--- src/rtl/color_bbox_tracker.sv ---
// Two-object colour-blob tracker: classifies a raster pixel stream against red/blue
// marker colours and publishes one bounding box per object at the end of each frame.

module color_bbox_obj #(
    parameter int MIN_PIX = 64
) (
    input  logic        i_clk,
    input  logic        i_rst_n,
    input  logic        acc_en_i,
    input  logic        seed_i,
    input  logic        hit_i,
    input  logic        commit_i,
    input  logic [10:0] x_i,
    input  logic [10:0] y_i,
    output logic [10:0] left_o,
    output logic [10:0] right_o,
    output logic [10:0] up_o,
    output logic [10:0] down_o,
    output logic        found_o
);
    localparam logic [10:0] COORD_MAX = 11'h7FF;
    localparam logic [19:0] CNT_MAX   = 20'hF_FFFF;

    logic [10:0] min_x_q, min_x_d, max_x_q, max_x_d;
    logic [10:0] min_y_q, min_y_d, max_y_q, max_y_d;
    logic [19:0] cnt_q, cnt_d;
    logic        enough;

    // Seeding starts from the empty box so the seeding pixel itself still counts.
    always_comb begin
        min_x_d = seed_i ? COORD_MAX : min_x_q;
        max_x_d = seed_i ? 11'd0     : max_x_q;
        min_y_d = seed_i ? COORD_MAX : min_y_q;
        max_y_d = seed_i ? 11'd0     : max_y_q;
        cnt_d   = seed_i ? 20'd0     : cnt_q;
        if (hit_i) begin
            if (x_i < min_x_d) min_x_d = x_i;
            if (x_i > max_x_d) max_x_d = x_i;
            if (y_i < min_y_d) min_y_d = y_i;
            if (y_i > max_y_d) max_y_d = y_i;
            if (cnt_d != CNT_MAX) cnt_d = cnt_d + 20'd1;
        end
    end

    assign enough = (cnt_d >= 20'(MIN_PIX));

    always_ff @(posedge i_clk or negedge i_rst_n) begin
        if (!i_rst_n) begin
            min_x_q <= COORD_MAX;
            max_x_q <= 11'd0;
            min_y_q <= COORD_MAX;
            max_y_q <= 11'd0;
            cnt_q   <= 20'd0;
        end else if (acc_en_i) begin
            min_x_q <= min_x_d;
            max_x_q <= max_x_d;
            min_y_q <= min_y_d;
            max_y_q <= max_y_d;
            cnt_q   <= cnt_d;
        end
    end

    // A sparse frame leaves the last good box in place; only the found flag drops.
    always_ff @(posedge i_clk or negedge i_rst_n) begin
        if (!i_rst_n) begin
            left_o  <= 11'd0;
            right_o <= 11'd0;
            up_o    <= 11'd0;
            down_o  <= 11'd0;
            found_o <= 1'b0;
        end else if (commit_i) begin
            found_o <= enough;
            if (enough) begin
                left_o  <= min_x_d;
                right_o <= max_x_d;
                up_o    <= min_y_d;
                down_o  <= max_y_d;
            end
        end
    end
endmodule

module color_bbox_tracker #(
    parameter int H_ACTIVE = 640,
    parameter int V_ACTIVE = 480,
    parameter int HI_TH    = 160,
    parameter int LO_TH    = 96,
    parameter int MIN_PIX  = 64
) (
    input  logic        i_clk,
    input  logic        i_rst_n,
    input  logic        i_valid,
    input  logic [10:0] i_x,
    input  logic [10:0] i_y,
    input  logic [7:0]  i_r,
    input  logic [7:0]  i_g,
    input  logic [7:0]  i_b,
    input  logic        i_frame_start,
    input  logic        i_frame_end,
    output logic [21:0] o_left,
    output logic [21:0] o_right,
    output logic [21:0] o_up,
    output logic [21:0] o_down,
    output logic [1:0]  o_found,
    output logic        o_valid,
    output logic        o_busy
);
    localparam int NUM_OBJ = 2;

    typedef enum logic {IDLE, ACCUM} state_t;

    state_t      state_q, state_d;
    logic        in_act;
    logic [1:0]  hit_d, hit_q;
    logic [10:0] x_q, y_q;
    logic        start_q, end_q;
    logic        acc_en, commit;
    logic        valid_q;

    logic [NUM_OBJ-1:0][10:0] left_w, right_w, up_w, down_w;
    logic [NUM_OBJ-1:0]       found_w;

    assign in_act   = i_valid && (i_x < 11'(H_ACTIVE)) && (i_y < 11'(V_ACTIVE));
    assign hit_d[0] = in_act && (i_r >= 8'(HI_TH)) && (i_g <= 8'(LO_TH)) && (i_b <= 8'(LO_TH));
    assign hit_d[1] = in_act && (i_b >= 8'(HI_TH)) && (i_r <= 8'(LO_TH)) && (i_g <= 8'(LO_TH));

    always_ff @(posedge i_clk or negedge i_rst_n) begin
        if (!i_rst_n) begin
            hit_q   <= 2'b00;
            x_q     <= 11'd0;
            y_q     <= 11'd0;
            start_q <= 1'b0;
            end_q   <= 1'b0;
        end else begin
            hit_q   <= hit_d;
            x_q     <= i_x;
            y_q     <= i_y;
            start_q <= i_frame_start;
            end_q   <= i_frame_end;
        end
    end

    always_ff @(posedge i_clk or negedge i_rst_n) begin
        if (!i_rst_n) begin
            state_q <= IDLE;
            valid_q <= 1'b0;
        end else begin
            state_q <= state_d;
            valid_q <= commit;
        end
    end

    // Start+end together is a one-pixel frame: seed and commit in the same cycle.
    always_comb begin
        state_d = state_q;
        acc_en  = 1'b0;
        commit  = 1'b0;
        unique case (state_q)
            IDLE: begin
                if (start_q) begin
                    acc_en = 1'b1;
                    if (end_q) commit  = 1'b1;
                    else       state_d = ACCUM;
                end
            end
            ACCUM: begin
                acc_en = 1'b1;
                if (end_q) begin
                    commit  = 1'b1;
                    state_d = IDLE;
                end
            end
        endcase
    end

    for (genvar k = 0; k < NUM_OBJ; k++) begin : g_obj
        color_bbox_obj #(.MIN_PIX(MIN_PIX)) u_obj (
            .i_clk    (i_clk),
            .i_rst_n  (i_rst_n),
            .acc_en_i (acc_en),
            .seed_i   (start_q),
            .hit_i    (hit_q[k]),
            .commit_i (commit),
            .x_i      (x_q),
            .y_i      (y_q),
            .left_o   (left_w[k]),
            .right_o  (right_w[k]),
            .up_o     (up_w[k]),
            .down_o   (down_w[k]),
            .found_o  (found_w[k])
        );
    end

    assign o_left  = left_w;
    assign o_right = right_w;
    assign o_up    = up_w;
    assign o_down  = down_w;
    assign o_found = found_w;
    assign o_valid = valid_q;
    assign o_busy  = (state_q == ACCUM);
endmodule

--- config.mk ---
export PLATFORM = sky130hd
export DESIGN_NAME = color_bbox_tracker
export DESIGN_NICKNAME = d
export VERILOG_FILES = /design/src/rtl/color_bbox_tracker.sv
export SDC_FILE = /design/constraint.sdc
export NUM_CORES = 1
export LEC_CHECK = 0
export ABC_AREA = 1
export BUFFER_PORTS_ARGS = -buffer_cell sky130_fd_sc_hd__buf_2
export CELL_PAD_IN_SITES_DETAIL_PLACEMENT = 0
export CELL_PAD_IN_SITES_GLOBAL_PLACEMENT = 1
export CORE_MARGIN = 5
export CORE_UTILIZATION = 44
export CTS_CLUSTER_DIAMETER = 50
export DETAILED_ROUTE_END_ITERATION = 8
export HOLD_SLACK_MARGIN = 0.15
export PLACE_DENSITY = 0.91
export SLEW_MARGIN = 20
export SYNTH_ARGS = -nofsm -noshare
export SYNTH_HDL_FRONTEND = slang
export SYNTH_SLANG_ARGS = --single-unit
--- constraint.sdc ---
create_clock -name i_clk -period 4 [get_ports i_clk]
set_input_delay 0.2 -clock i_clk [delete_from_list [all_inputs] [get_ports i_clk]]
set_output_delay 0.2 -clock i_clk [all_outputs]
set_load 0.02 [all_outputs]
# After elaboration in Yosys (flattened, before gate mapping)

Cells that the tools add are included.

Register bits: 246
Bits in latches: 0
Bits in writable memories: 0
ROM bits: 0
Output and inout bits: 92
Logic and storage cells: 97
Memories: 0

Add/sub/neg operators: 2
$mul: 0
Divide/modulo/power cells: 0
$lt $le $gt $ge: 17
Equal/unequal tests: 2
Shift-type cells: 0
Multiplexer cells: 38
Bitwise logic cells: 1
Reductions and logical operators: 10

Operators by type and width:

| operator                                              | number |
|---|---|
| two-way mux 11 bit                                    | 24 |
| two-way mux 20 bit                                    | 6 |
| > comparator 11 bit                                   | 4 |
| < comparator 11 bit                                   | 4 |
| adder 20 x 1 -> 20 bit (second input constant)        | 2 |
| >= comparator 20 x 7 -> 1 bit (second input constant) | 2 |
| != test 20 bit (second input constant)                | 2 |
| <= comparator 8 x 7 -> 1 bit (second input constant)  | 3 |
| >= comparator 8 bit (second input constant)           | 2 |
| < comparator 11 x 10 -> 1 bit (second input constant) | 1 |
| < comparator 11 x 9 -> 1 bit (second input constant)  | 1 |
| logical AND 1 bit                                     | 8 |
| one-hot mux 1 bit (2 select lines)                    | 3 |
| two-way mux 1 bit                                     | 5 |
| AND reduction 2 bit                                   | 2 |
| inverter 1 bit                                        | 1 |

# Depth between registers and ports, before layout

Gate-level depths: netlist (run 1).

Word-level depth: 6
Gate-level depth with buffers: 20
Depth with buffers taken out: 17

# By module

A second synthesis (run 1) with hierarchy kept.

Cell total of the unflattened synthesis: 2102
Area, all modules: 14930.6 µm²

Modules (own cells, without submodules):

| module                          | times used | cells each | area an instance (µm²) | seq. area each (µm²) |
|---|---|---|---|---|
| color_bbox_obj (g_obj[1].u_obj) | 1          | 1017       | 7021.7                 | 2755.1 |
| color_bbox_obj (g_obj[0].u_obj) | 1          | 1013       | 7013.0                 | 2755.1 |
| color_bbox_tracker              | 1          | 72         | 895.9                  | 700.7 |

# Least setup slack after synthesis (run 1)

OpenSTA, ideal clock, no wires.

Path kind: reg-to-reg
Start point: register start_q
End point: register g_obj[1].u_obj.right_o[2]
Setup time: 0.066 ns
Data arrival time: 3.116 ns
Data required time: 3.934 ns
Slack: 0.818 ns
Stages on the path, launching flop included: 21
Path buffers: 7
Cells stage by stage: dfrtp_1 -> buf_6 -> inv_6 -> buf_8 -> buf_6 -> buf_4 -> clkbuf_1 -> clkbuf_1 -> nand2_1 -> ha_1 -> nand2_1 -> nor4_1 -> nand3_1 -> nand2_1 -> inv_1 -> nand2_1 -> clkbuf_1 -> nor2_1 -> a21oi_1 -> nand3_1 -> nand2_1

Longest elaborated chain between the ends: 6
Elaborated cells on any way between the ends: 13

Ends and longest elaborated chain:

| element                                                         | line | RTL |
|---|---|---|
| start, declared                                                 | 116  | `logic start_q, end_q;` |
| start signal, assigned                                          | 138  | `start_q <= i_frame_start;` |
| two-way mux 20 bit                                              | 35   | `cnt_d = seed_i ? 20'd0 : cnt_q;` |
| adder 20 x 1 -> 20 bit / != test 20 bit (equally long branches) | 41   | `if (cnt_d != CNT_MAX) cnt_d = cnt_d + 20'd1;` |
| two-way mux 20 bit                                              | 41   |  |
| two-way mux 20 bit                                              | 36   | `if (hit_i) begin` |
| >= comparator 20 x 7 -> 1 bit                                   | 45   | `assign enough = (cnt_d >= 20'(MIN_PIX));` |
| AND reduction 2 bit (no line)                                   | -    |  |
| end signal, assigned                                            | 75   | `right_o <= max_x_d;` |
| end, declared                                                   | 16   | `output logic [10:0] right_o,` |

Several ways; a longest one is shown, not always the timed one.
A chain may end at the register's enable or synchronous reset.

# Worst setup path in the final report (run 1)

Start point: register start_q
End point: register g_obj[0].u_obj.right_o[10]

Longest elaborated chain between the ends: 6
Elaborated cells on any way between the ends: 13

Ends and longest elaborated chain:

| element                                                         | line |
|---|---|
| two-way mux 20 bit                                              | 35 |
| adder 20 x 1 -> 20 bit / != test 20 bit (equally long branches) | 41 |
| two-way mux 20 bit                                              | 41 |
| two-way mux 20 bit                                              | 36 |
| >= comparator 20 x 7 -> 1 bit                                   | 45 |
| AND reduction 2 bit (no line)                                   | - |
| end signal, assigned                                            | 75 |
| end, declared                                                   | 16 |

Several ways; a longest one is shown, not always the timed one.

==> metrics.md, run 1 <==
| Metric | Value |
|---|---|
| CTS Hold Bufs | `30` |
| Number of DRC markers in iteration 0 | `roughly 950` |
| N_diodes | `0` |
| Register-to-Register Setup Slack | `0.57 ns` |
| Synthesis-to-finish area growth | `17.6%` |
| Post-Layout Cell Count | `2623` |
| DR pass1 iterations | `5` |
| Maxcap violations | `0` |
| Syn nets | `2152` |
| Status | `complete, no violations` |
| Final Skew | `0.0256 ns` |
| Max Freq | `292 MHz` |
| CTS sink cnt | `246` |
| Fin area | `0.0172 mm2` |
| Nets@finish | `~2300` |
| Setup TNS after final layout | `0 ns` |
| WL per Instance | `15.7 um` |
| Initial antenna violation count | `0` |
| Fin util | `0.527` |
| Die width | `193 um` |
| Layout cells sized above 1 | `0.145` |
| Clock Path Buffers | `3` |
| RSZ-0062 raised after global routing | `false` |
| Worst reg2reg path startpoint | `start_q` |
| Fin crit share | `0.857` |
| Synth area leaders | `dfrtp_1 34%, nand2_1 19%, dfstp_2 7.9%, ha_1 7.2%, nand3_1 5.7%` |
| Std-Cell Rows | `66` |
| Clock slew at reported path FFs | `around 0.06 ns` |
| Fin. Hold Viols | `0` |
| Slew @ Worst Pin | `1.04 ns` |
| Via density per instance | `5.22` |
| Ys Warns | `0` |
| DR vias | `13700` |
| Max Slew Vio Count | `0` |
| Top cell type's share of synthesized area | `0.345` |
| Remaining DRCs | `0` |
| Post-synth EDFFs | `0` |
| Gr usage total | `0.223` |
| R2R Path End | `g_obj[0].u_obj.right_o[10]` |
| Mean post-synth cell area | `~7.3 um2` |
| Hold_sp | `i_y[1]` |
| TritonCTS clock tree | `built` |
| Placed cells | `2529` |
| Largest net degree at the start of global routing | `155` |
| Root buffer selected by CTS | `clkbuf_16` |
| CP max FO | `75` |
| Setup crit start kind | `flop` |
| Relative slew slack | `0.307` |
| Hold Crit Depth | `2` |
| Post-DP HPWL | `about 28 mm` |
| Hold_ws | `approximately 0.32 ns` |
| Yosys cell types | `43` |
| Placed Area | `0.0157 mm2` |
| Clk_lat worst skew | `0.52 ns` |
| Setup-failing EPs final | `0` |
| Drt total wl | `just over 40 mm` |
| Synth Flop Type | `dfrtp_1` |
| Post-CTS resize count | `0` |
| Layout fillers | `3179` |
| CP Capture Type | `flop` |
| I/O Pins | `143` |
| GP Congestion | `0.897` |
| WS Path Type | `reg2reg` |
| Worst hold-check path type | `in2reg` |
| Final ANT Viol Nets | `0` |
| Core Box Area | `0.0327 mm2` |
| Hold Path Sink | `y_q[1]` |
| Largest vdd supply drop | `between 0.0003 and 0.0004 V` |
| Ys async rst share | `1.00` |
| Leakage Power | `~8.9 nW` |
| Grt total ovfl | `0` |
| Gate Count Post-Synth | `between 2000 and 2500` |
| Synth area leader | `dfrtp_1` |
| Register area share after synthesis | `0.424` |
| First-pass GRT wire length | `67.3 mm` |
| Total die area | `0.0371 mm2` |
| CP Data Required Time | `4.44 ns` |
| Postcts setup bufs | `0` |
| Total CTS buffers | `35` |
| PortBufs | `~140` |
| Initial cell density of the core | `0.448` |
| R2R depth | `15` |
| Worst Path Arrival | `3.87 ns` |
| Number of global-route vias before repair | `about 13000` |
| Power density over the cells | `364 mW/mm2` |
| Chip Height | `193 um` |
| Htree depth | `2` |
| Crit path time final | `about 3.4 ns` |
| Mapped cell area | `0.0147 mm2` |
| Count of state elements after synthesis | `about 250` |
## critical path, cell delays in order (launching register included)
cell and delay (ns):
dfrtp_2 0.52, inv_6 0.51, nand3_1 0.29, nor2_1 0.21
nand2_1 0.09, nor2_1 0.12, nand2_2 0.17, nand2_1 0.11
nand2_1 0.07, a21oi_1 0.12, nand2_1 0.08, nor2_2 0.15
nand3_4 0.22, nand2_4 0.47, nand2_1 0.10, nand2_1 0.09
## flip-flops by register name, summed over array words and instances, names as in the netlist, 11 cells and up
name / cells
g_obj.u_obj.left_o: 22
g_obj.u_obj.min_x_q: 22
g_obj.u_obj.cnt_q: 40
g_obj.u_obj.right_o: 22
g_obj.u_obj.up_o: 22
g_obj.u_obj.down_o: 22
g_obj.u_obj.max_x_q: 22
y_q: 11
g_obj.u_obj.min_y_q: 22
x_q: 11
g_obj.u_obj.max_y_q: 22
## synth_stat cells (all sizes together) (18+ instances only)
cell type	number
a31oi	40
ha	84
clkbuf	50
o22ai	18
a21oi	83
inv	164
dfrtp	202
nand4	20
dfstp	44
buf	47
o21ai	89
nand2	743
nor2	218
nand3	172
## kinds of logic after synthesis
family,Yosys count,share of synthesized area
XOR/XNOR,6,0.00359
AO/OA/AOI/OAI,248,0.0946
AND/OR/NAND/NOR,1168,0.330
buffers and inverters,265,0.0766
flip-flops,246,0.424
adder cells (fa/ha/maj),84,0.0717
## area by class of cell
| cell class | instances | area, um2 | share of cell area |
|---|---|---|---|
| multi-input cells | 1506 | 7330 | 0.425 |
| flip-flops and latches | 246 | 6210 | 0.360 |
| repair buffers | 197 | 1270 | 0.0737 |
| clock buffers | 44 | 971 | 0.0563 |
| inverters | 168 | 638 | 0.0370 |
| well taps | 442 | 553 | 0.0321 |
| clock inverters | 20 | 263 | 0.0152 |
## per-stage QoR
step | setup slack (ns) | power (W)
2_1_floorplan | 0.818 | 0.00285
3_3_place_gp | 0.645 | 0.00305
3_5_place_dp | 0.629 | 0.00305
4_1_cts | 0.594 | 0.00633
5_1_grt | 0.190 | 0.00649
6_report | 0.572 | 0.00627
## layout by cell type, fill, tap and decap left out, drive strengths merged, types with 5 or more instances in the layout
master       instances
o22ai               18
nor3                 5
o21ai               89
xor2                 5
clkinv              13
nor2               218
dlygate4sd3         30
a21oi               83
a31oi               40
dfstp               44
ha                  84
nand3              172
nand2              743
nor4                 6
inv                168
clkbuf              44
dfrtp              202
buf                167
o2111ai              8
nand4               20
## where the power goes
group / total (W) / internal (W) / switching [W]
sequential: 0.00260 / 0.00254 / 0.0000565
combinational: 0.000436 / 0.000133 / 0.000302
clock: 0.00324 / 0.00201 / 0.00123
total: 0.00627 / 0.00469 / 0.00159
## routing by layer
layer	wire [um]	share of wire	track usage
met4	709	0.017	0.0455
met1	19700	0.48	0.326
met2	18600	0.45	0.358
met5	0	0	0
met3	2310	0.056	0.0289
## worst max path at each step
stage / from / end / slack [ns] / cells past startpoint
floorplan: start_q / g_obj[1].u_obj.right_o[2] / 0.82 / 20
global placement: start_q / g_obj[1].u_obj.up_o[9] / 0.65 / 15
detailed placement: start_q / g_obj[1].u_obj.left_o[9] / 0.63 / 15
CTS: start_q / g_obj[0].u_obj.down_o[10] / 0.59 / 15
global route: start_q / g_obj[0].u_obj.left_o[0] / 0.19 / 15
finish: start_q / g_obj[0].u_obj.right_o[10] / 0.57 / 15
No activity file was read; power rests on OpenSTA's default activity.
==> run 2, diff against run 1 <==
Settings changed: SYNTH_HIERARCHICAL from default to 1.
==> run 2 against run 1 <==
  * Global-route usage decreased by 0.91 points
  * Non-clock buffer count increased by 3
  * Area after synthesis increased by 1.9%
  * Clock power increased by 4%
  * Combinational power increased to 3.0 times the previous value
  * Critical path type unchanged
==> metrics.md, run 2 <==
| Metric | Value |
|---|---|
| DR pass1 iterations | `5 (unchanged)` |
| Synth area leader | `dfrtp_1` |
| CTS sink cnt | `246 (unchanged)` |
| CTS Hold Bufs | `32 (+6.7%)` |
| WS Path Type | `reg2reg` |
| Worst reg2reg path startpoint | `start_q` |
| Register-to-Register Setup Slack | `0.61 ns (+0.04 ns)` |
| Most instantiated library cell after synthesis | `nand2_1` |
| M1 GR Usage | `0.282 (-0.0439)` |
| Initial antenna violation count | `0 (unchanged)` |
| Grt total ovfl | `0 (unchanged)` |
| Layout fillers | `3290 (+3.5%)` |
| Largest net degree at the start of global routing | `117 (-25%)` |
| Htree depth | `2 (unchanged)` |
| Status | `complete, no violations` |
| Most frequent cells in the layout | `725 x nand2_1, 242 x inv_1, 201 x dfrtp_1` |
| Gate Count Post-Synth | `2102 (+4.2%)` |
| Hold Crit Depth | `2 (unchanged)` |
| Post-DP HPWL | `28.6 mm (+1.5%)` |
| I/O Pins | `143 (unchanged)` |
| Crit path max-delay cell type | `dfrtp_2` |
| CP Capture Type | `flop` |
| GP Congestion | `0.905 (+0.88%)` |
| Maxcap violations | `0 (unchanged)` |
| Leakage Power | `8.83 nW (-0.64%)` |
| Remaining DRCs | `0 (unchanged)` |
| Layout cells sized above 1 | `0.145 (about the same)` |
| CP most frequent cell | `nand2_1` |
| Die width | `194 um (+0.89%)` |
| Synth Flop Type | `dfrtp_1` |
| Most common cell after layout, fill and taps aside | `nand2_1` |
| Met3 Use GR | `0.0389 (+0.00998)` |
| Synth area leaders | `dfrtp_1 34%, nand2_1 18%, dfstp_2 7.7%, ha_1 7.0%, o21ai_0 6.5%` |
| Drt total wl | `40.6 mm (-1.7%)` |
| Setup-failing EPs final | `0 (unchanged)` |
| Setup crit start kind | `flop` |
| Most frequent cells after synthesis | `726 x nand2_1, 242 x inv_1, 202 x dfrtp_1, 193 x o21ai_0, 190 x nor2_1` |
| Post-Layout Cell Count | `2720 (+3.7%)` |
| Placed cells | `2620 (+3.6%)` |
| Worst Path Arrival | `3.85 ns (-0.02 ns)` |
| Number of DRC markers in iteration 0 | `775 (-18%)` |
| Crit-path cells | `inv_2 -> nand2_1 -> nor2_1 -> nand2_1 -> nor2_1 -> nand2_2 -> nand3_1 -> nand2_1 -> inv_1 -> nand2_1 -> nor2_1 -> nand2_1 -> o21bai_4 -> buf_12 -> nand2_1 -> nand2_1` |
| First-pass GRT wire length | `67.9 mm (+0.93%)` |
| Core Box Area | `0.0335 mm2 (+2.5%)` |
| TritonCTS clock tree | `built` |
| R2R Path End | `g_obj[1].u_obj/up_o[10]` |
| Final Skew | `0.0143 ns (-0.0112 ns)` |
| Postcts setup bufs | `0 (unchanged)` |
| Fin crit share | `0.848 (-0.00935)` |
| Syn nets | `2237 (+3.9%)` |
| Max stage delay on crit path | `0.59 ns (+0.07 ns)` |
| Grt peak-use layer | `met2` |
| CP max FO | `35 (-53%)` |
| Max Freq | `295 MHz (+1.1%)` |
| Clock slew at reported path FFs | `0.06 ns (about the same)` |
| Yosys cell types | `32 (-26%)` |
| Ys Warns | `6 (+6)` |
| DR vias | `13900 (+1.1%)` |
| Max reg flops | `40 (unchanged)` |
| Slew @ Worst Pin | `1.03 ns (-0.00897 ns)` |
| Ys async rst share | `1.00 (unchanged)` |
| Std-Cell Rows | `67 (+1.5%)` |
| Post-synth EDFFs | `0 (unchanged)` |
| Initial cell density of the core | `0.445 (-0.00289)` |
| N_diodes | `0 (unchanged)` |
| Mean post-synth cell area | `7.10 um2 (-2.2%)` |
| Largest vdd supply drop | `0.000359 V (+15%)` |
| WL per Instance | `14.9 um (-5.3%)` |
| Placed Area | `0.0160 mm2 (+1.8%)` |
| R2R depth | `16 (+1)` |
| Hold Path Sink | `x_q[2]` |
| Mapped cell area | `0.0149 mm2 (+1.9%)` |
| Via density per instance | `5.09 (-2.5%)` |
| Grt met2 use | `0.361 (+0.00342)` |
| Clk_lat worst skew | `0.53 ns (about the same)` |
| Chip Height | `194 um (+0.89%)` |
| CP Data Required Time | `4.46 ns (+0.02 ns)` |
| Root buffer selected by CTS | `clkbuf_16` |
| Synthesis-to-finish area growth | `17.9%` |
| Count of state elements after synthesis | `246 (unchanged)` |
| Max Slew Vio Count | `0 (unchanged)` |
| Fin area | `0.0176 mm2 (+2.1%)` |
| PortBufs | `142 (unchanged)` |
| Number of global-route vias before repair | `13800 (+5.8%)` |
| Total CTS buffers | `37 (+5.7%)` |
| Nets@finish | `2378 (+3.9%)` |
| Power density over the cells | `437 mW/mm2 (+20%)` |
| Total die area | `0.0377 mm2 (+1.8%)` |
| Register area share after synthesis | `0.416 (-0.00781)` |
| Worst hold-check path type | `in2reg` |
| Biggest register | `g_obj.u_obj/cnt_q` |
| Setup TNS after final layout | `0 ns (unchanged)` |
| Hold_sp | `i_x[2]` |
| Gr usage total | `0.214 (-0.00907)` |
| Post-CTS resize count | `0 (unchanged)` |
| Final ANT Viol Nets | `0 (unchanged)` |
| Fin. Hold Viols | `0 (unchanged)` |
| Clock Path Buffers | `3 (unchanged)` |
| Relative slew slack | `0.312 (+0.00522)` |
| Top cell type's share of synthesized area | `0.339 (-0.00636)` |
| RSZ-0062 raised after global routing | `false` |
| Crit path time final | `3.39 ns (-0.0374 ns)` |
-- run 2: changes by cell type after synthesis, moves of 5 or more --
| cell | delta |
|---|---|
| a31oi_1 | -28 |
| a21oi_1 | -43 |
| nor4_1 | -6 |
| buf_6 | +5 |
| nand3b_1 | +5 |
| o22ai_1 | -18 |
| nand4_1 | -6 |
| nor2_1 | -14 |
| o21ai_0 | +104 |
| nand2_2 | +9 |
| inv_1 | +81 |
-- run 2: logic make-up after synthesis --
group,share of synthesized area
buffers and inverters,0.0947
and+or+nand+nor,0.319
adders and majority gates,0.0704
xor gates and xnor gates,0.00469
DFF,0.416
AOI/OAI and AO/OA,0.0956
-- run 2: worst max-delay path, delay by kind of cell (launching register included) --
family                 cells  cell delay, ns
and+or+nand+nor           12            1.64
buffers and inverters      3            0.75
DFF                        1            0.59
AOI/OAI and AO/OA          1            0.31
-- run 2: report_power, final --
part           leakage (nW)  switching [W]  internal [W]
logic                  5.08       0.000876      0.000436
clock network         0.637        0.00125       0.00213
registers              3.12       0.000216       0.00279
-- run 2: routing by layer --
metal  wire (um)  up-vias
met5           0        -
met2       19000      322
met1       18700     6514
li1            -     6943
met3        1920       71
met4         991        0
-- run 2: cell type report --
cell class | instances | area (um2) | area share
tap | 448 | 561 | 0.0319
inverter | 245 | 922 | 0.0524
timing repair buffer | 200 | 1290 | 0.0731
clock inverter | 22 | 263 | 0.0149
sequential | 246 | 6210 | 0.353
clock buffer | 46 | 1030 | 0.0587
multi-input combinational | 1513 | 7320 | 0.416
-- run 2: worst max path at each step --
stage | start | endpoint | depth (start not counted)
finish | start_q | g_obj[1].u_obj/up_o[10] | 16
global route | start_q | g_obj[1].u_obj/up_o[10] | 16
CTS | start_q | g_obj[1].u_obj/up_o[10] | 16
detailed placement | start_q | g_obj[1].u_obj/right_o[10] | 16
global placement | start_q | g_obj[1].u_obj/left_o[4] | 14
floorplan | start_q | g_obj[0].u_obj/right_o[3] | 19
-- run 2: per-stage QoR --
| stage | setup slack [ns] | hold slack (ns) | util | power, W |
|---|---|---|---|---|
| after global routing | 0.266 | 0.308 | 0.525 | 0.00810 |
| after global placement | 0.692 | 0.312 | 0.477 | 0.00431 |
| after floorplan | 0.983 | -0.0956 | - | 0.00383 |
| after CTS | 0.617 | 0.300 | 0.525 | 0.00779 |
| final | 0.609 | 0.316 | 0.525 | 0.00769 |
| after detailed placement | 0.646 | 0.309 | 0.477 | 0.00434 |
==> run 3, diff against run 2 <==
Clock period 4 ns to 3.55 ns, I/O delays scaled along.
==> run 3 against run 2 <==
  * Count of clock-buffer cells in the layout rose by 1
  * Critical endpoint is now g_obj[1].u_obj/right_o[0]
  * Critical path type unchanged
  * Worst setup slack got worse by 0.16 ns
  * First-iteration DRC count is 36% higher
  * Die area unchanged
  * Highest routed layer unchanged
==> metrics.md, run 3 (synthesized netlist as in run 2, its figures left out) <==
| Metric | Value |
|---|---|
| Initial cell density of the core | `0.445 (unchanged)` |
| CP Data Required Time | `4.00 ns (-0.46 ns)` |
| Via density per instance | `5.04 (-1.1%)` |
| Die width | `194 um (unchanged)` |
| CP max FO | `41 (+17%)` |
| Most common cell after layout, fill and taps aside | `nand2_1` |
| Clock slew at reported path FFs | `0.06 ns (about the same)` |
| Most frequent cells in the layout | `725 x nand2_1, 242 x inv_1, 201 x dfrtp_1` |
| Max Slew Vio Count | `0 (unchanged)` |
| Worst Path Buf+Inv | `3 (unchanged)` |
| I/O Pins | `143 (unchanged)` |
| Biggest register | `g_obj.u_obj/cnt_q` |
| Worst hold-check path type | `in2reg` |
| Gr usage total | `0.212 (-0.00145)` |
| Htree depth | `2 (unchanged)` |
| Max Freq | `322 MHz (+9.3%)` |
| Power density over the cells | `493 mW/mm2 (+13%)` |
| Maxcap violations | `0 (unchanged)` |
| TritonCTS clock tree | `built` |
| Leakage Power | `8.87 nW (+0.41%)` |
| Total CTS buffers | `38 (+2.7%)` |
| Chip Height | `194 um (unchanged)` |
| WL per Instance | `14.7 um (-1.3%)` |
| DR vias | `13700 (-0.82%)` |
| RSZ-0062 raised after global routing | `false` |
| Clk_lat worst skew | `0.52 ns (about the same)` |
| Initial antenna violation count | `0 (unchanged)` |
| Final ANT Viol Nets | `0 (unchanged)` |
| Largest vdd supply drop | `0.000448 V (+25%)` |
| Status | `complete, no violations` |
| Crit path max-delay cell type | `o21ai_0` |
| Crit path time final | `3.10 ns (-0.289 ns)` |
| Core Box Area | `0.0335 mm2 (unchanged)` |
| Max stage delay on crit path | `0.59 ns (about the same)` |
| Synthesis-to-finish area growth | `18.4%` |
| CP Capture Type | `flop` |
| DR pass1 iterations | `5 (unchanged)` |
| Total die area | `0.0377 mm2 (unchanged)` |
| PortBufs | `142 (unchanged)` |
| Setup TNS after final layout | `0 ns (unchanged)` |
| Setup crit start kind | `flop` |
| GP Congestion | `0.873 (-3.5%)` |
| Drt total wl | `40.2 mm (-1.0%)` |
| Root buffer selected by CTS | `clkbuf_16` |
| WS Path Type | `reg2reg` |
| Postcts setup bufs | `0 (unchanged)` |
| Final Skew | `0.0243 ns (+0.00996 ns)` |
| Number of DRC markers in iteration 0 | `1056 (+36%)` |
| Post-DP HPWL | `28.6 mm (+0.12%)` |
| Std-Cell Rows | `67 (unchanged)` |
| Largest net degree at the start of global routing | `100 (-15%)` |
| Crit-path cells | `buf_12 -> buf_4 -> nor2_1 -> inv_1 -> ha_1 -> nand2_1 -> o21ai_0 -> nand2_1 -> o2111ai_1 -> o211ai_1 -> o21ai_0 -> nand3_1 -> nand2_1` |
| Worst Path Arrival | `3.56 ns (-0.29 ns)` |
| Placed Area | `0.0161 mm2 (+0.44%)` |
| Fin util | `0.527 (+0.00243)` |
| Fin area | `0.0177 mm2 (+0.46%)` |
| Number of global-route vias before repair | `13400 (-2.8%)` |
| CP most frequent cell | `nand2_1` |
| Grt total ovfl | `0 (unchanged)` |
| Setup-failing EPs final | `0 (unchanged)` |
| Remaining DRCs | `0 (unchanged)` |
| Fin. Hold Viols | `0 (unchanged)` |
| First-pass GRT wire length | `67.6 mm (-0.39%)` |
| Clock Path Buffers | `3 (unchanged)` |
| CP delay by family, top | `compound AO/OA/AOI/OAI gates` |
| Layout cells sized above 1 | `0.147 (+0.00181)` |
| Final Power | `0.00871 W (+13%)` |
| Max reg flops | `40 (unchanged)` |
| Nets@finish | `2384 (+0.25%)` |
| CTS sink cnt | `246 (unchanged)` |
| Relative slew slack | `0.471 (+0.158)` |
| Fin crit share | `0.874 (+0.0260)` |
| Slew @ Worst Pin | `0.791 ns (-0.240 ns)` |
| Layout fillers | `3207 (-2.5%)` |
## run 3: cell count changes in the layout (fill, tap and decap cells not counted), moves of 2 or more
cell,previous run,this run
buf_12,4,6
buf_4,22,26
clkbuf_1,4,6
clkinv_2,6,4
inv_6,3,7
inv_8,4,1
## run 3: path summary, 6_finish.rpt
path                                                 from                         to  slack [ns]  cells past startpoint
worst min-delay path                              i_valid                   hit_q[1]        0.20                      7
min in group asynchronous                         i_rst_n     g_obj[1].u_obj/up_o[4]        0.31                      2
worst max register to register                    start_q  g_obj[1].u_obj/right_o[0]        0.45                     13
max in group asynchronous                         i_rst_n  g_obj[0].u_obj/min_x_q[1]        2.23                      3
worst max-delay path                              start_q  g_obj[1].u_obj/right_o[0]        0.45                     13
worst min register to register  g_obj[1].u_obj/right_o[6]  g_obj[1].u_obj/right_o[6]        0.46                      2
## run 3: final cells by class
cell class | instances | area [um2] | share of cell area
Tap cell | 448 | 561 | 0.0317
Timing Repair Buffer | 205 | 1350 | 0.0762
Inverter | 245 | 925 | 0.0523
Multi-Input combinational cell | 1513 | 7320 | 0.414
Antenna cell | 1 | 2.50 | 0.000142
Clock inverter | 22 | 285 | 0.0161
Sequential cell | 246 | 6210 | 0.351
Clock buffer | 47 | 1030 | 0.0580
## run 3: power breakdown
| part | switching, W | internal, W |
|---|---|---|
| combinational | 0.000997 | 0.000502 |
| clock | 0.00141 | 0.00245 |
| sequential | 0.000203 | 0.00314 |
## run 3: per-stage QoR
step                      hold slack, ns  setup slack, ns  std cells
after floorplan                   -0.118            0.533       2102
after global placement             0.256            0.474       2626
after detailed placement           0.264            0.374       2626
after CTS                          0.168            0.354       2726
after global routing               0.204           0.0659       2726
final                              0.198            0.448       2727
## run 3: timing repair
action	in CTS	in global routing
setup endpoints to repair	0	44
hold buffers	31	0
endpoints found under the hold margin	108	0
gates resized for setup	0	2
## run 3: per-layer routing
metal / global-route usage / vias up / wire length [um]
met3: 0.0339 / 76 / 2210
met2: 0.351 / 372 / 18500
li1: - / 6953 / -
met1: 0.292 / 6336 / 18400
met4: 0.0578 / 0 / 1060
met5: 0 / - / 0
## run 3: tightest hold or removal path, stage by stage
cell and delay, ns:
buf_2 0.09, inv_1 0.05, nor2_2 0.03, nand3_1 0.11, nor2_2 0.05, nand2_1 0.06, nor2_1 0.08
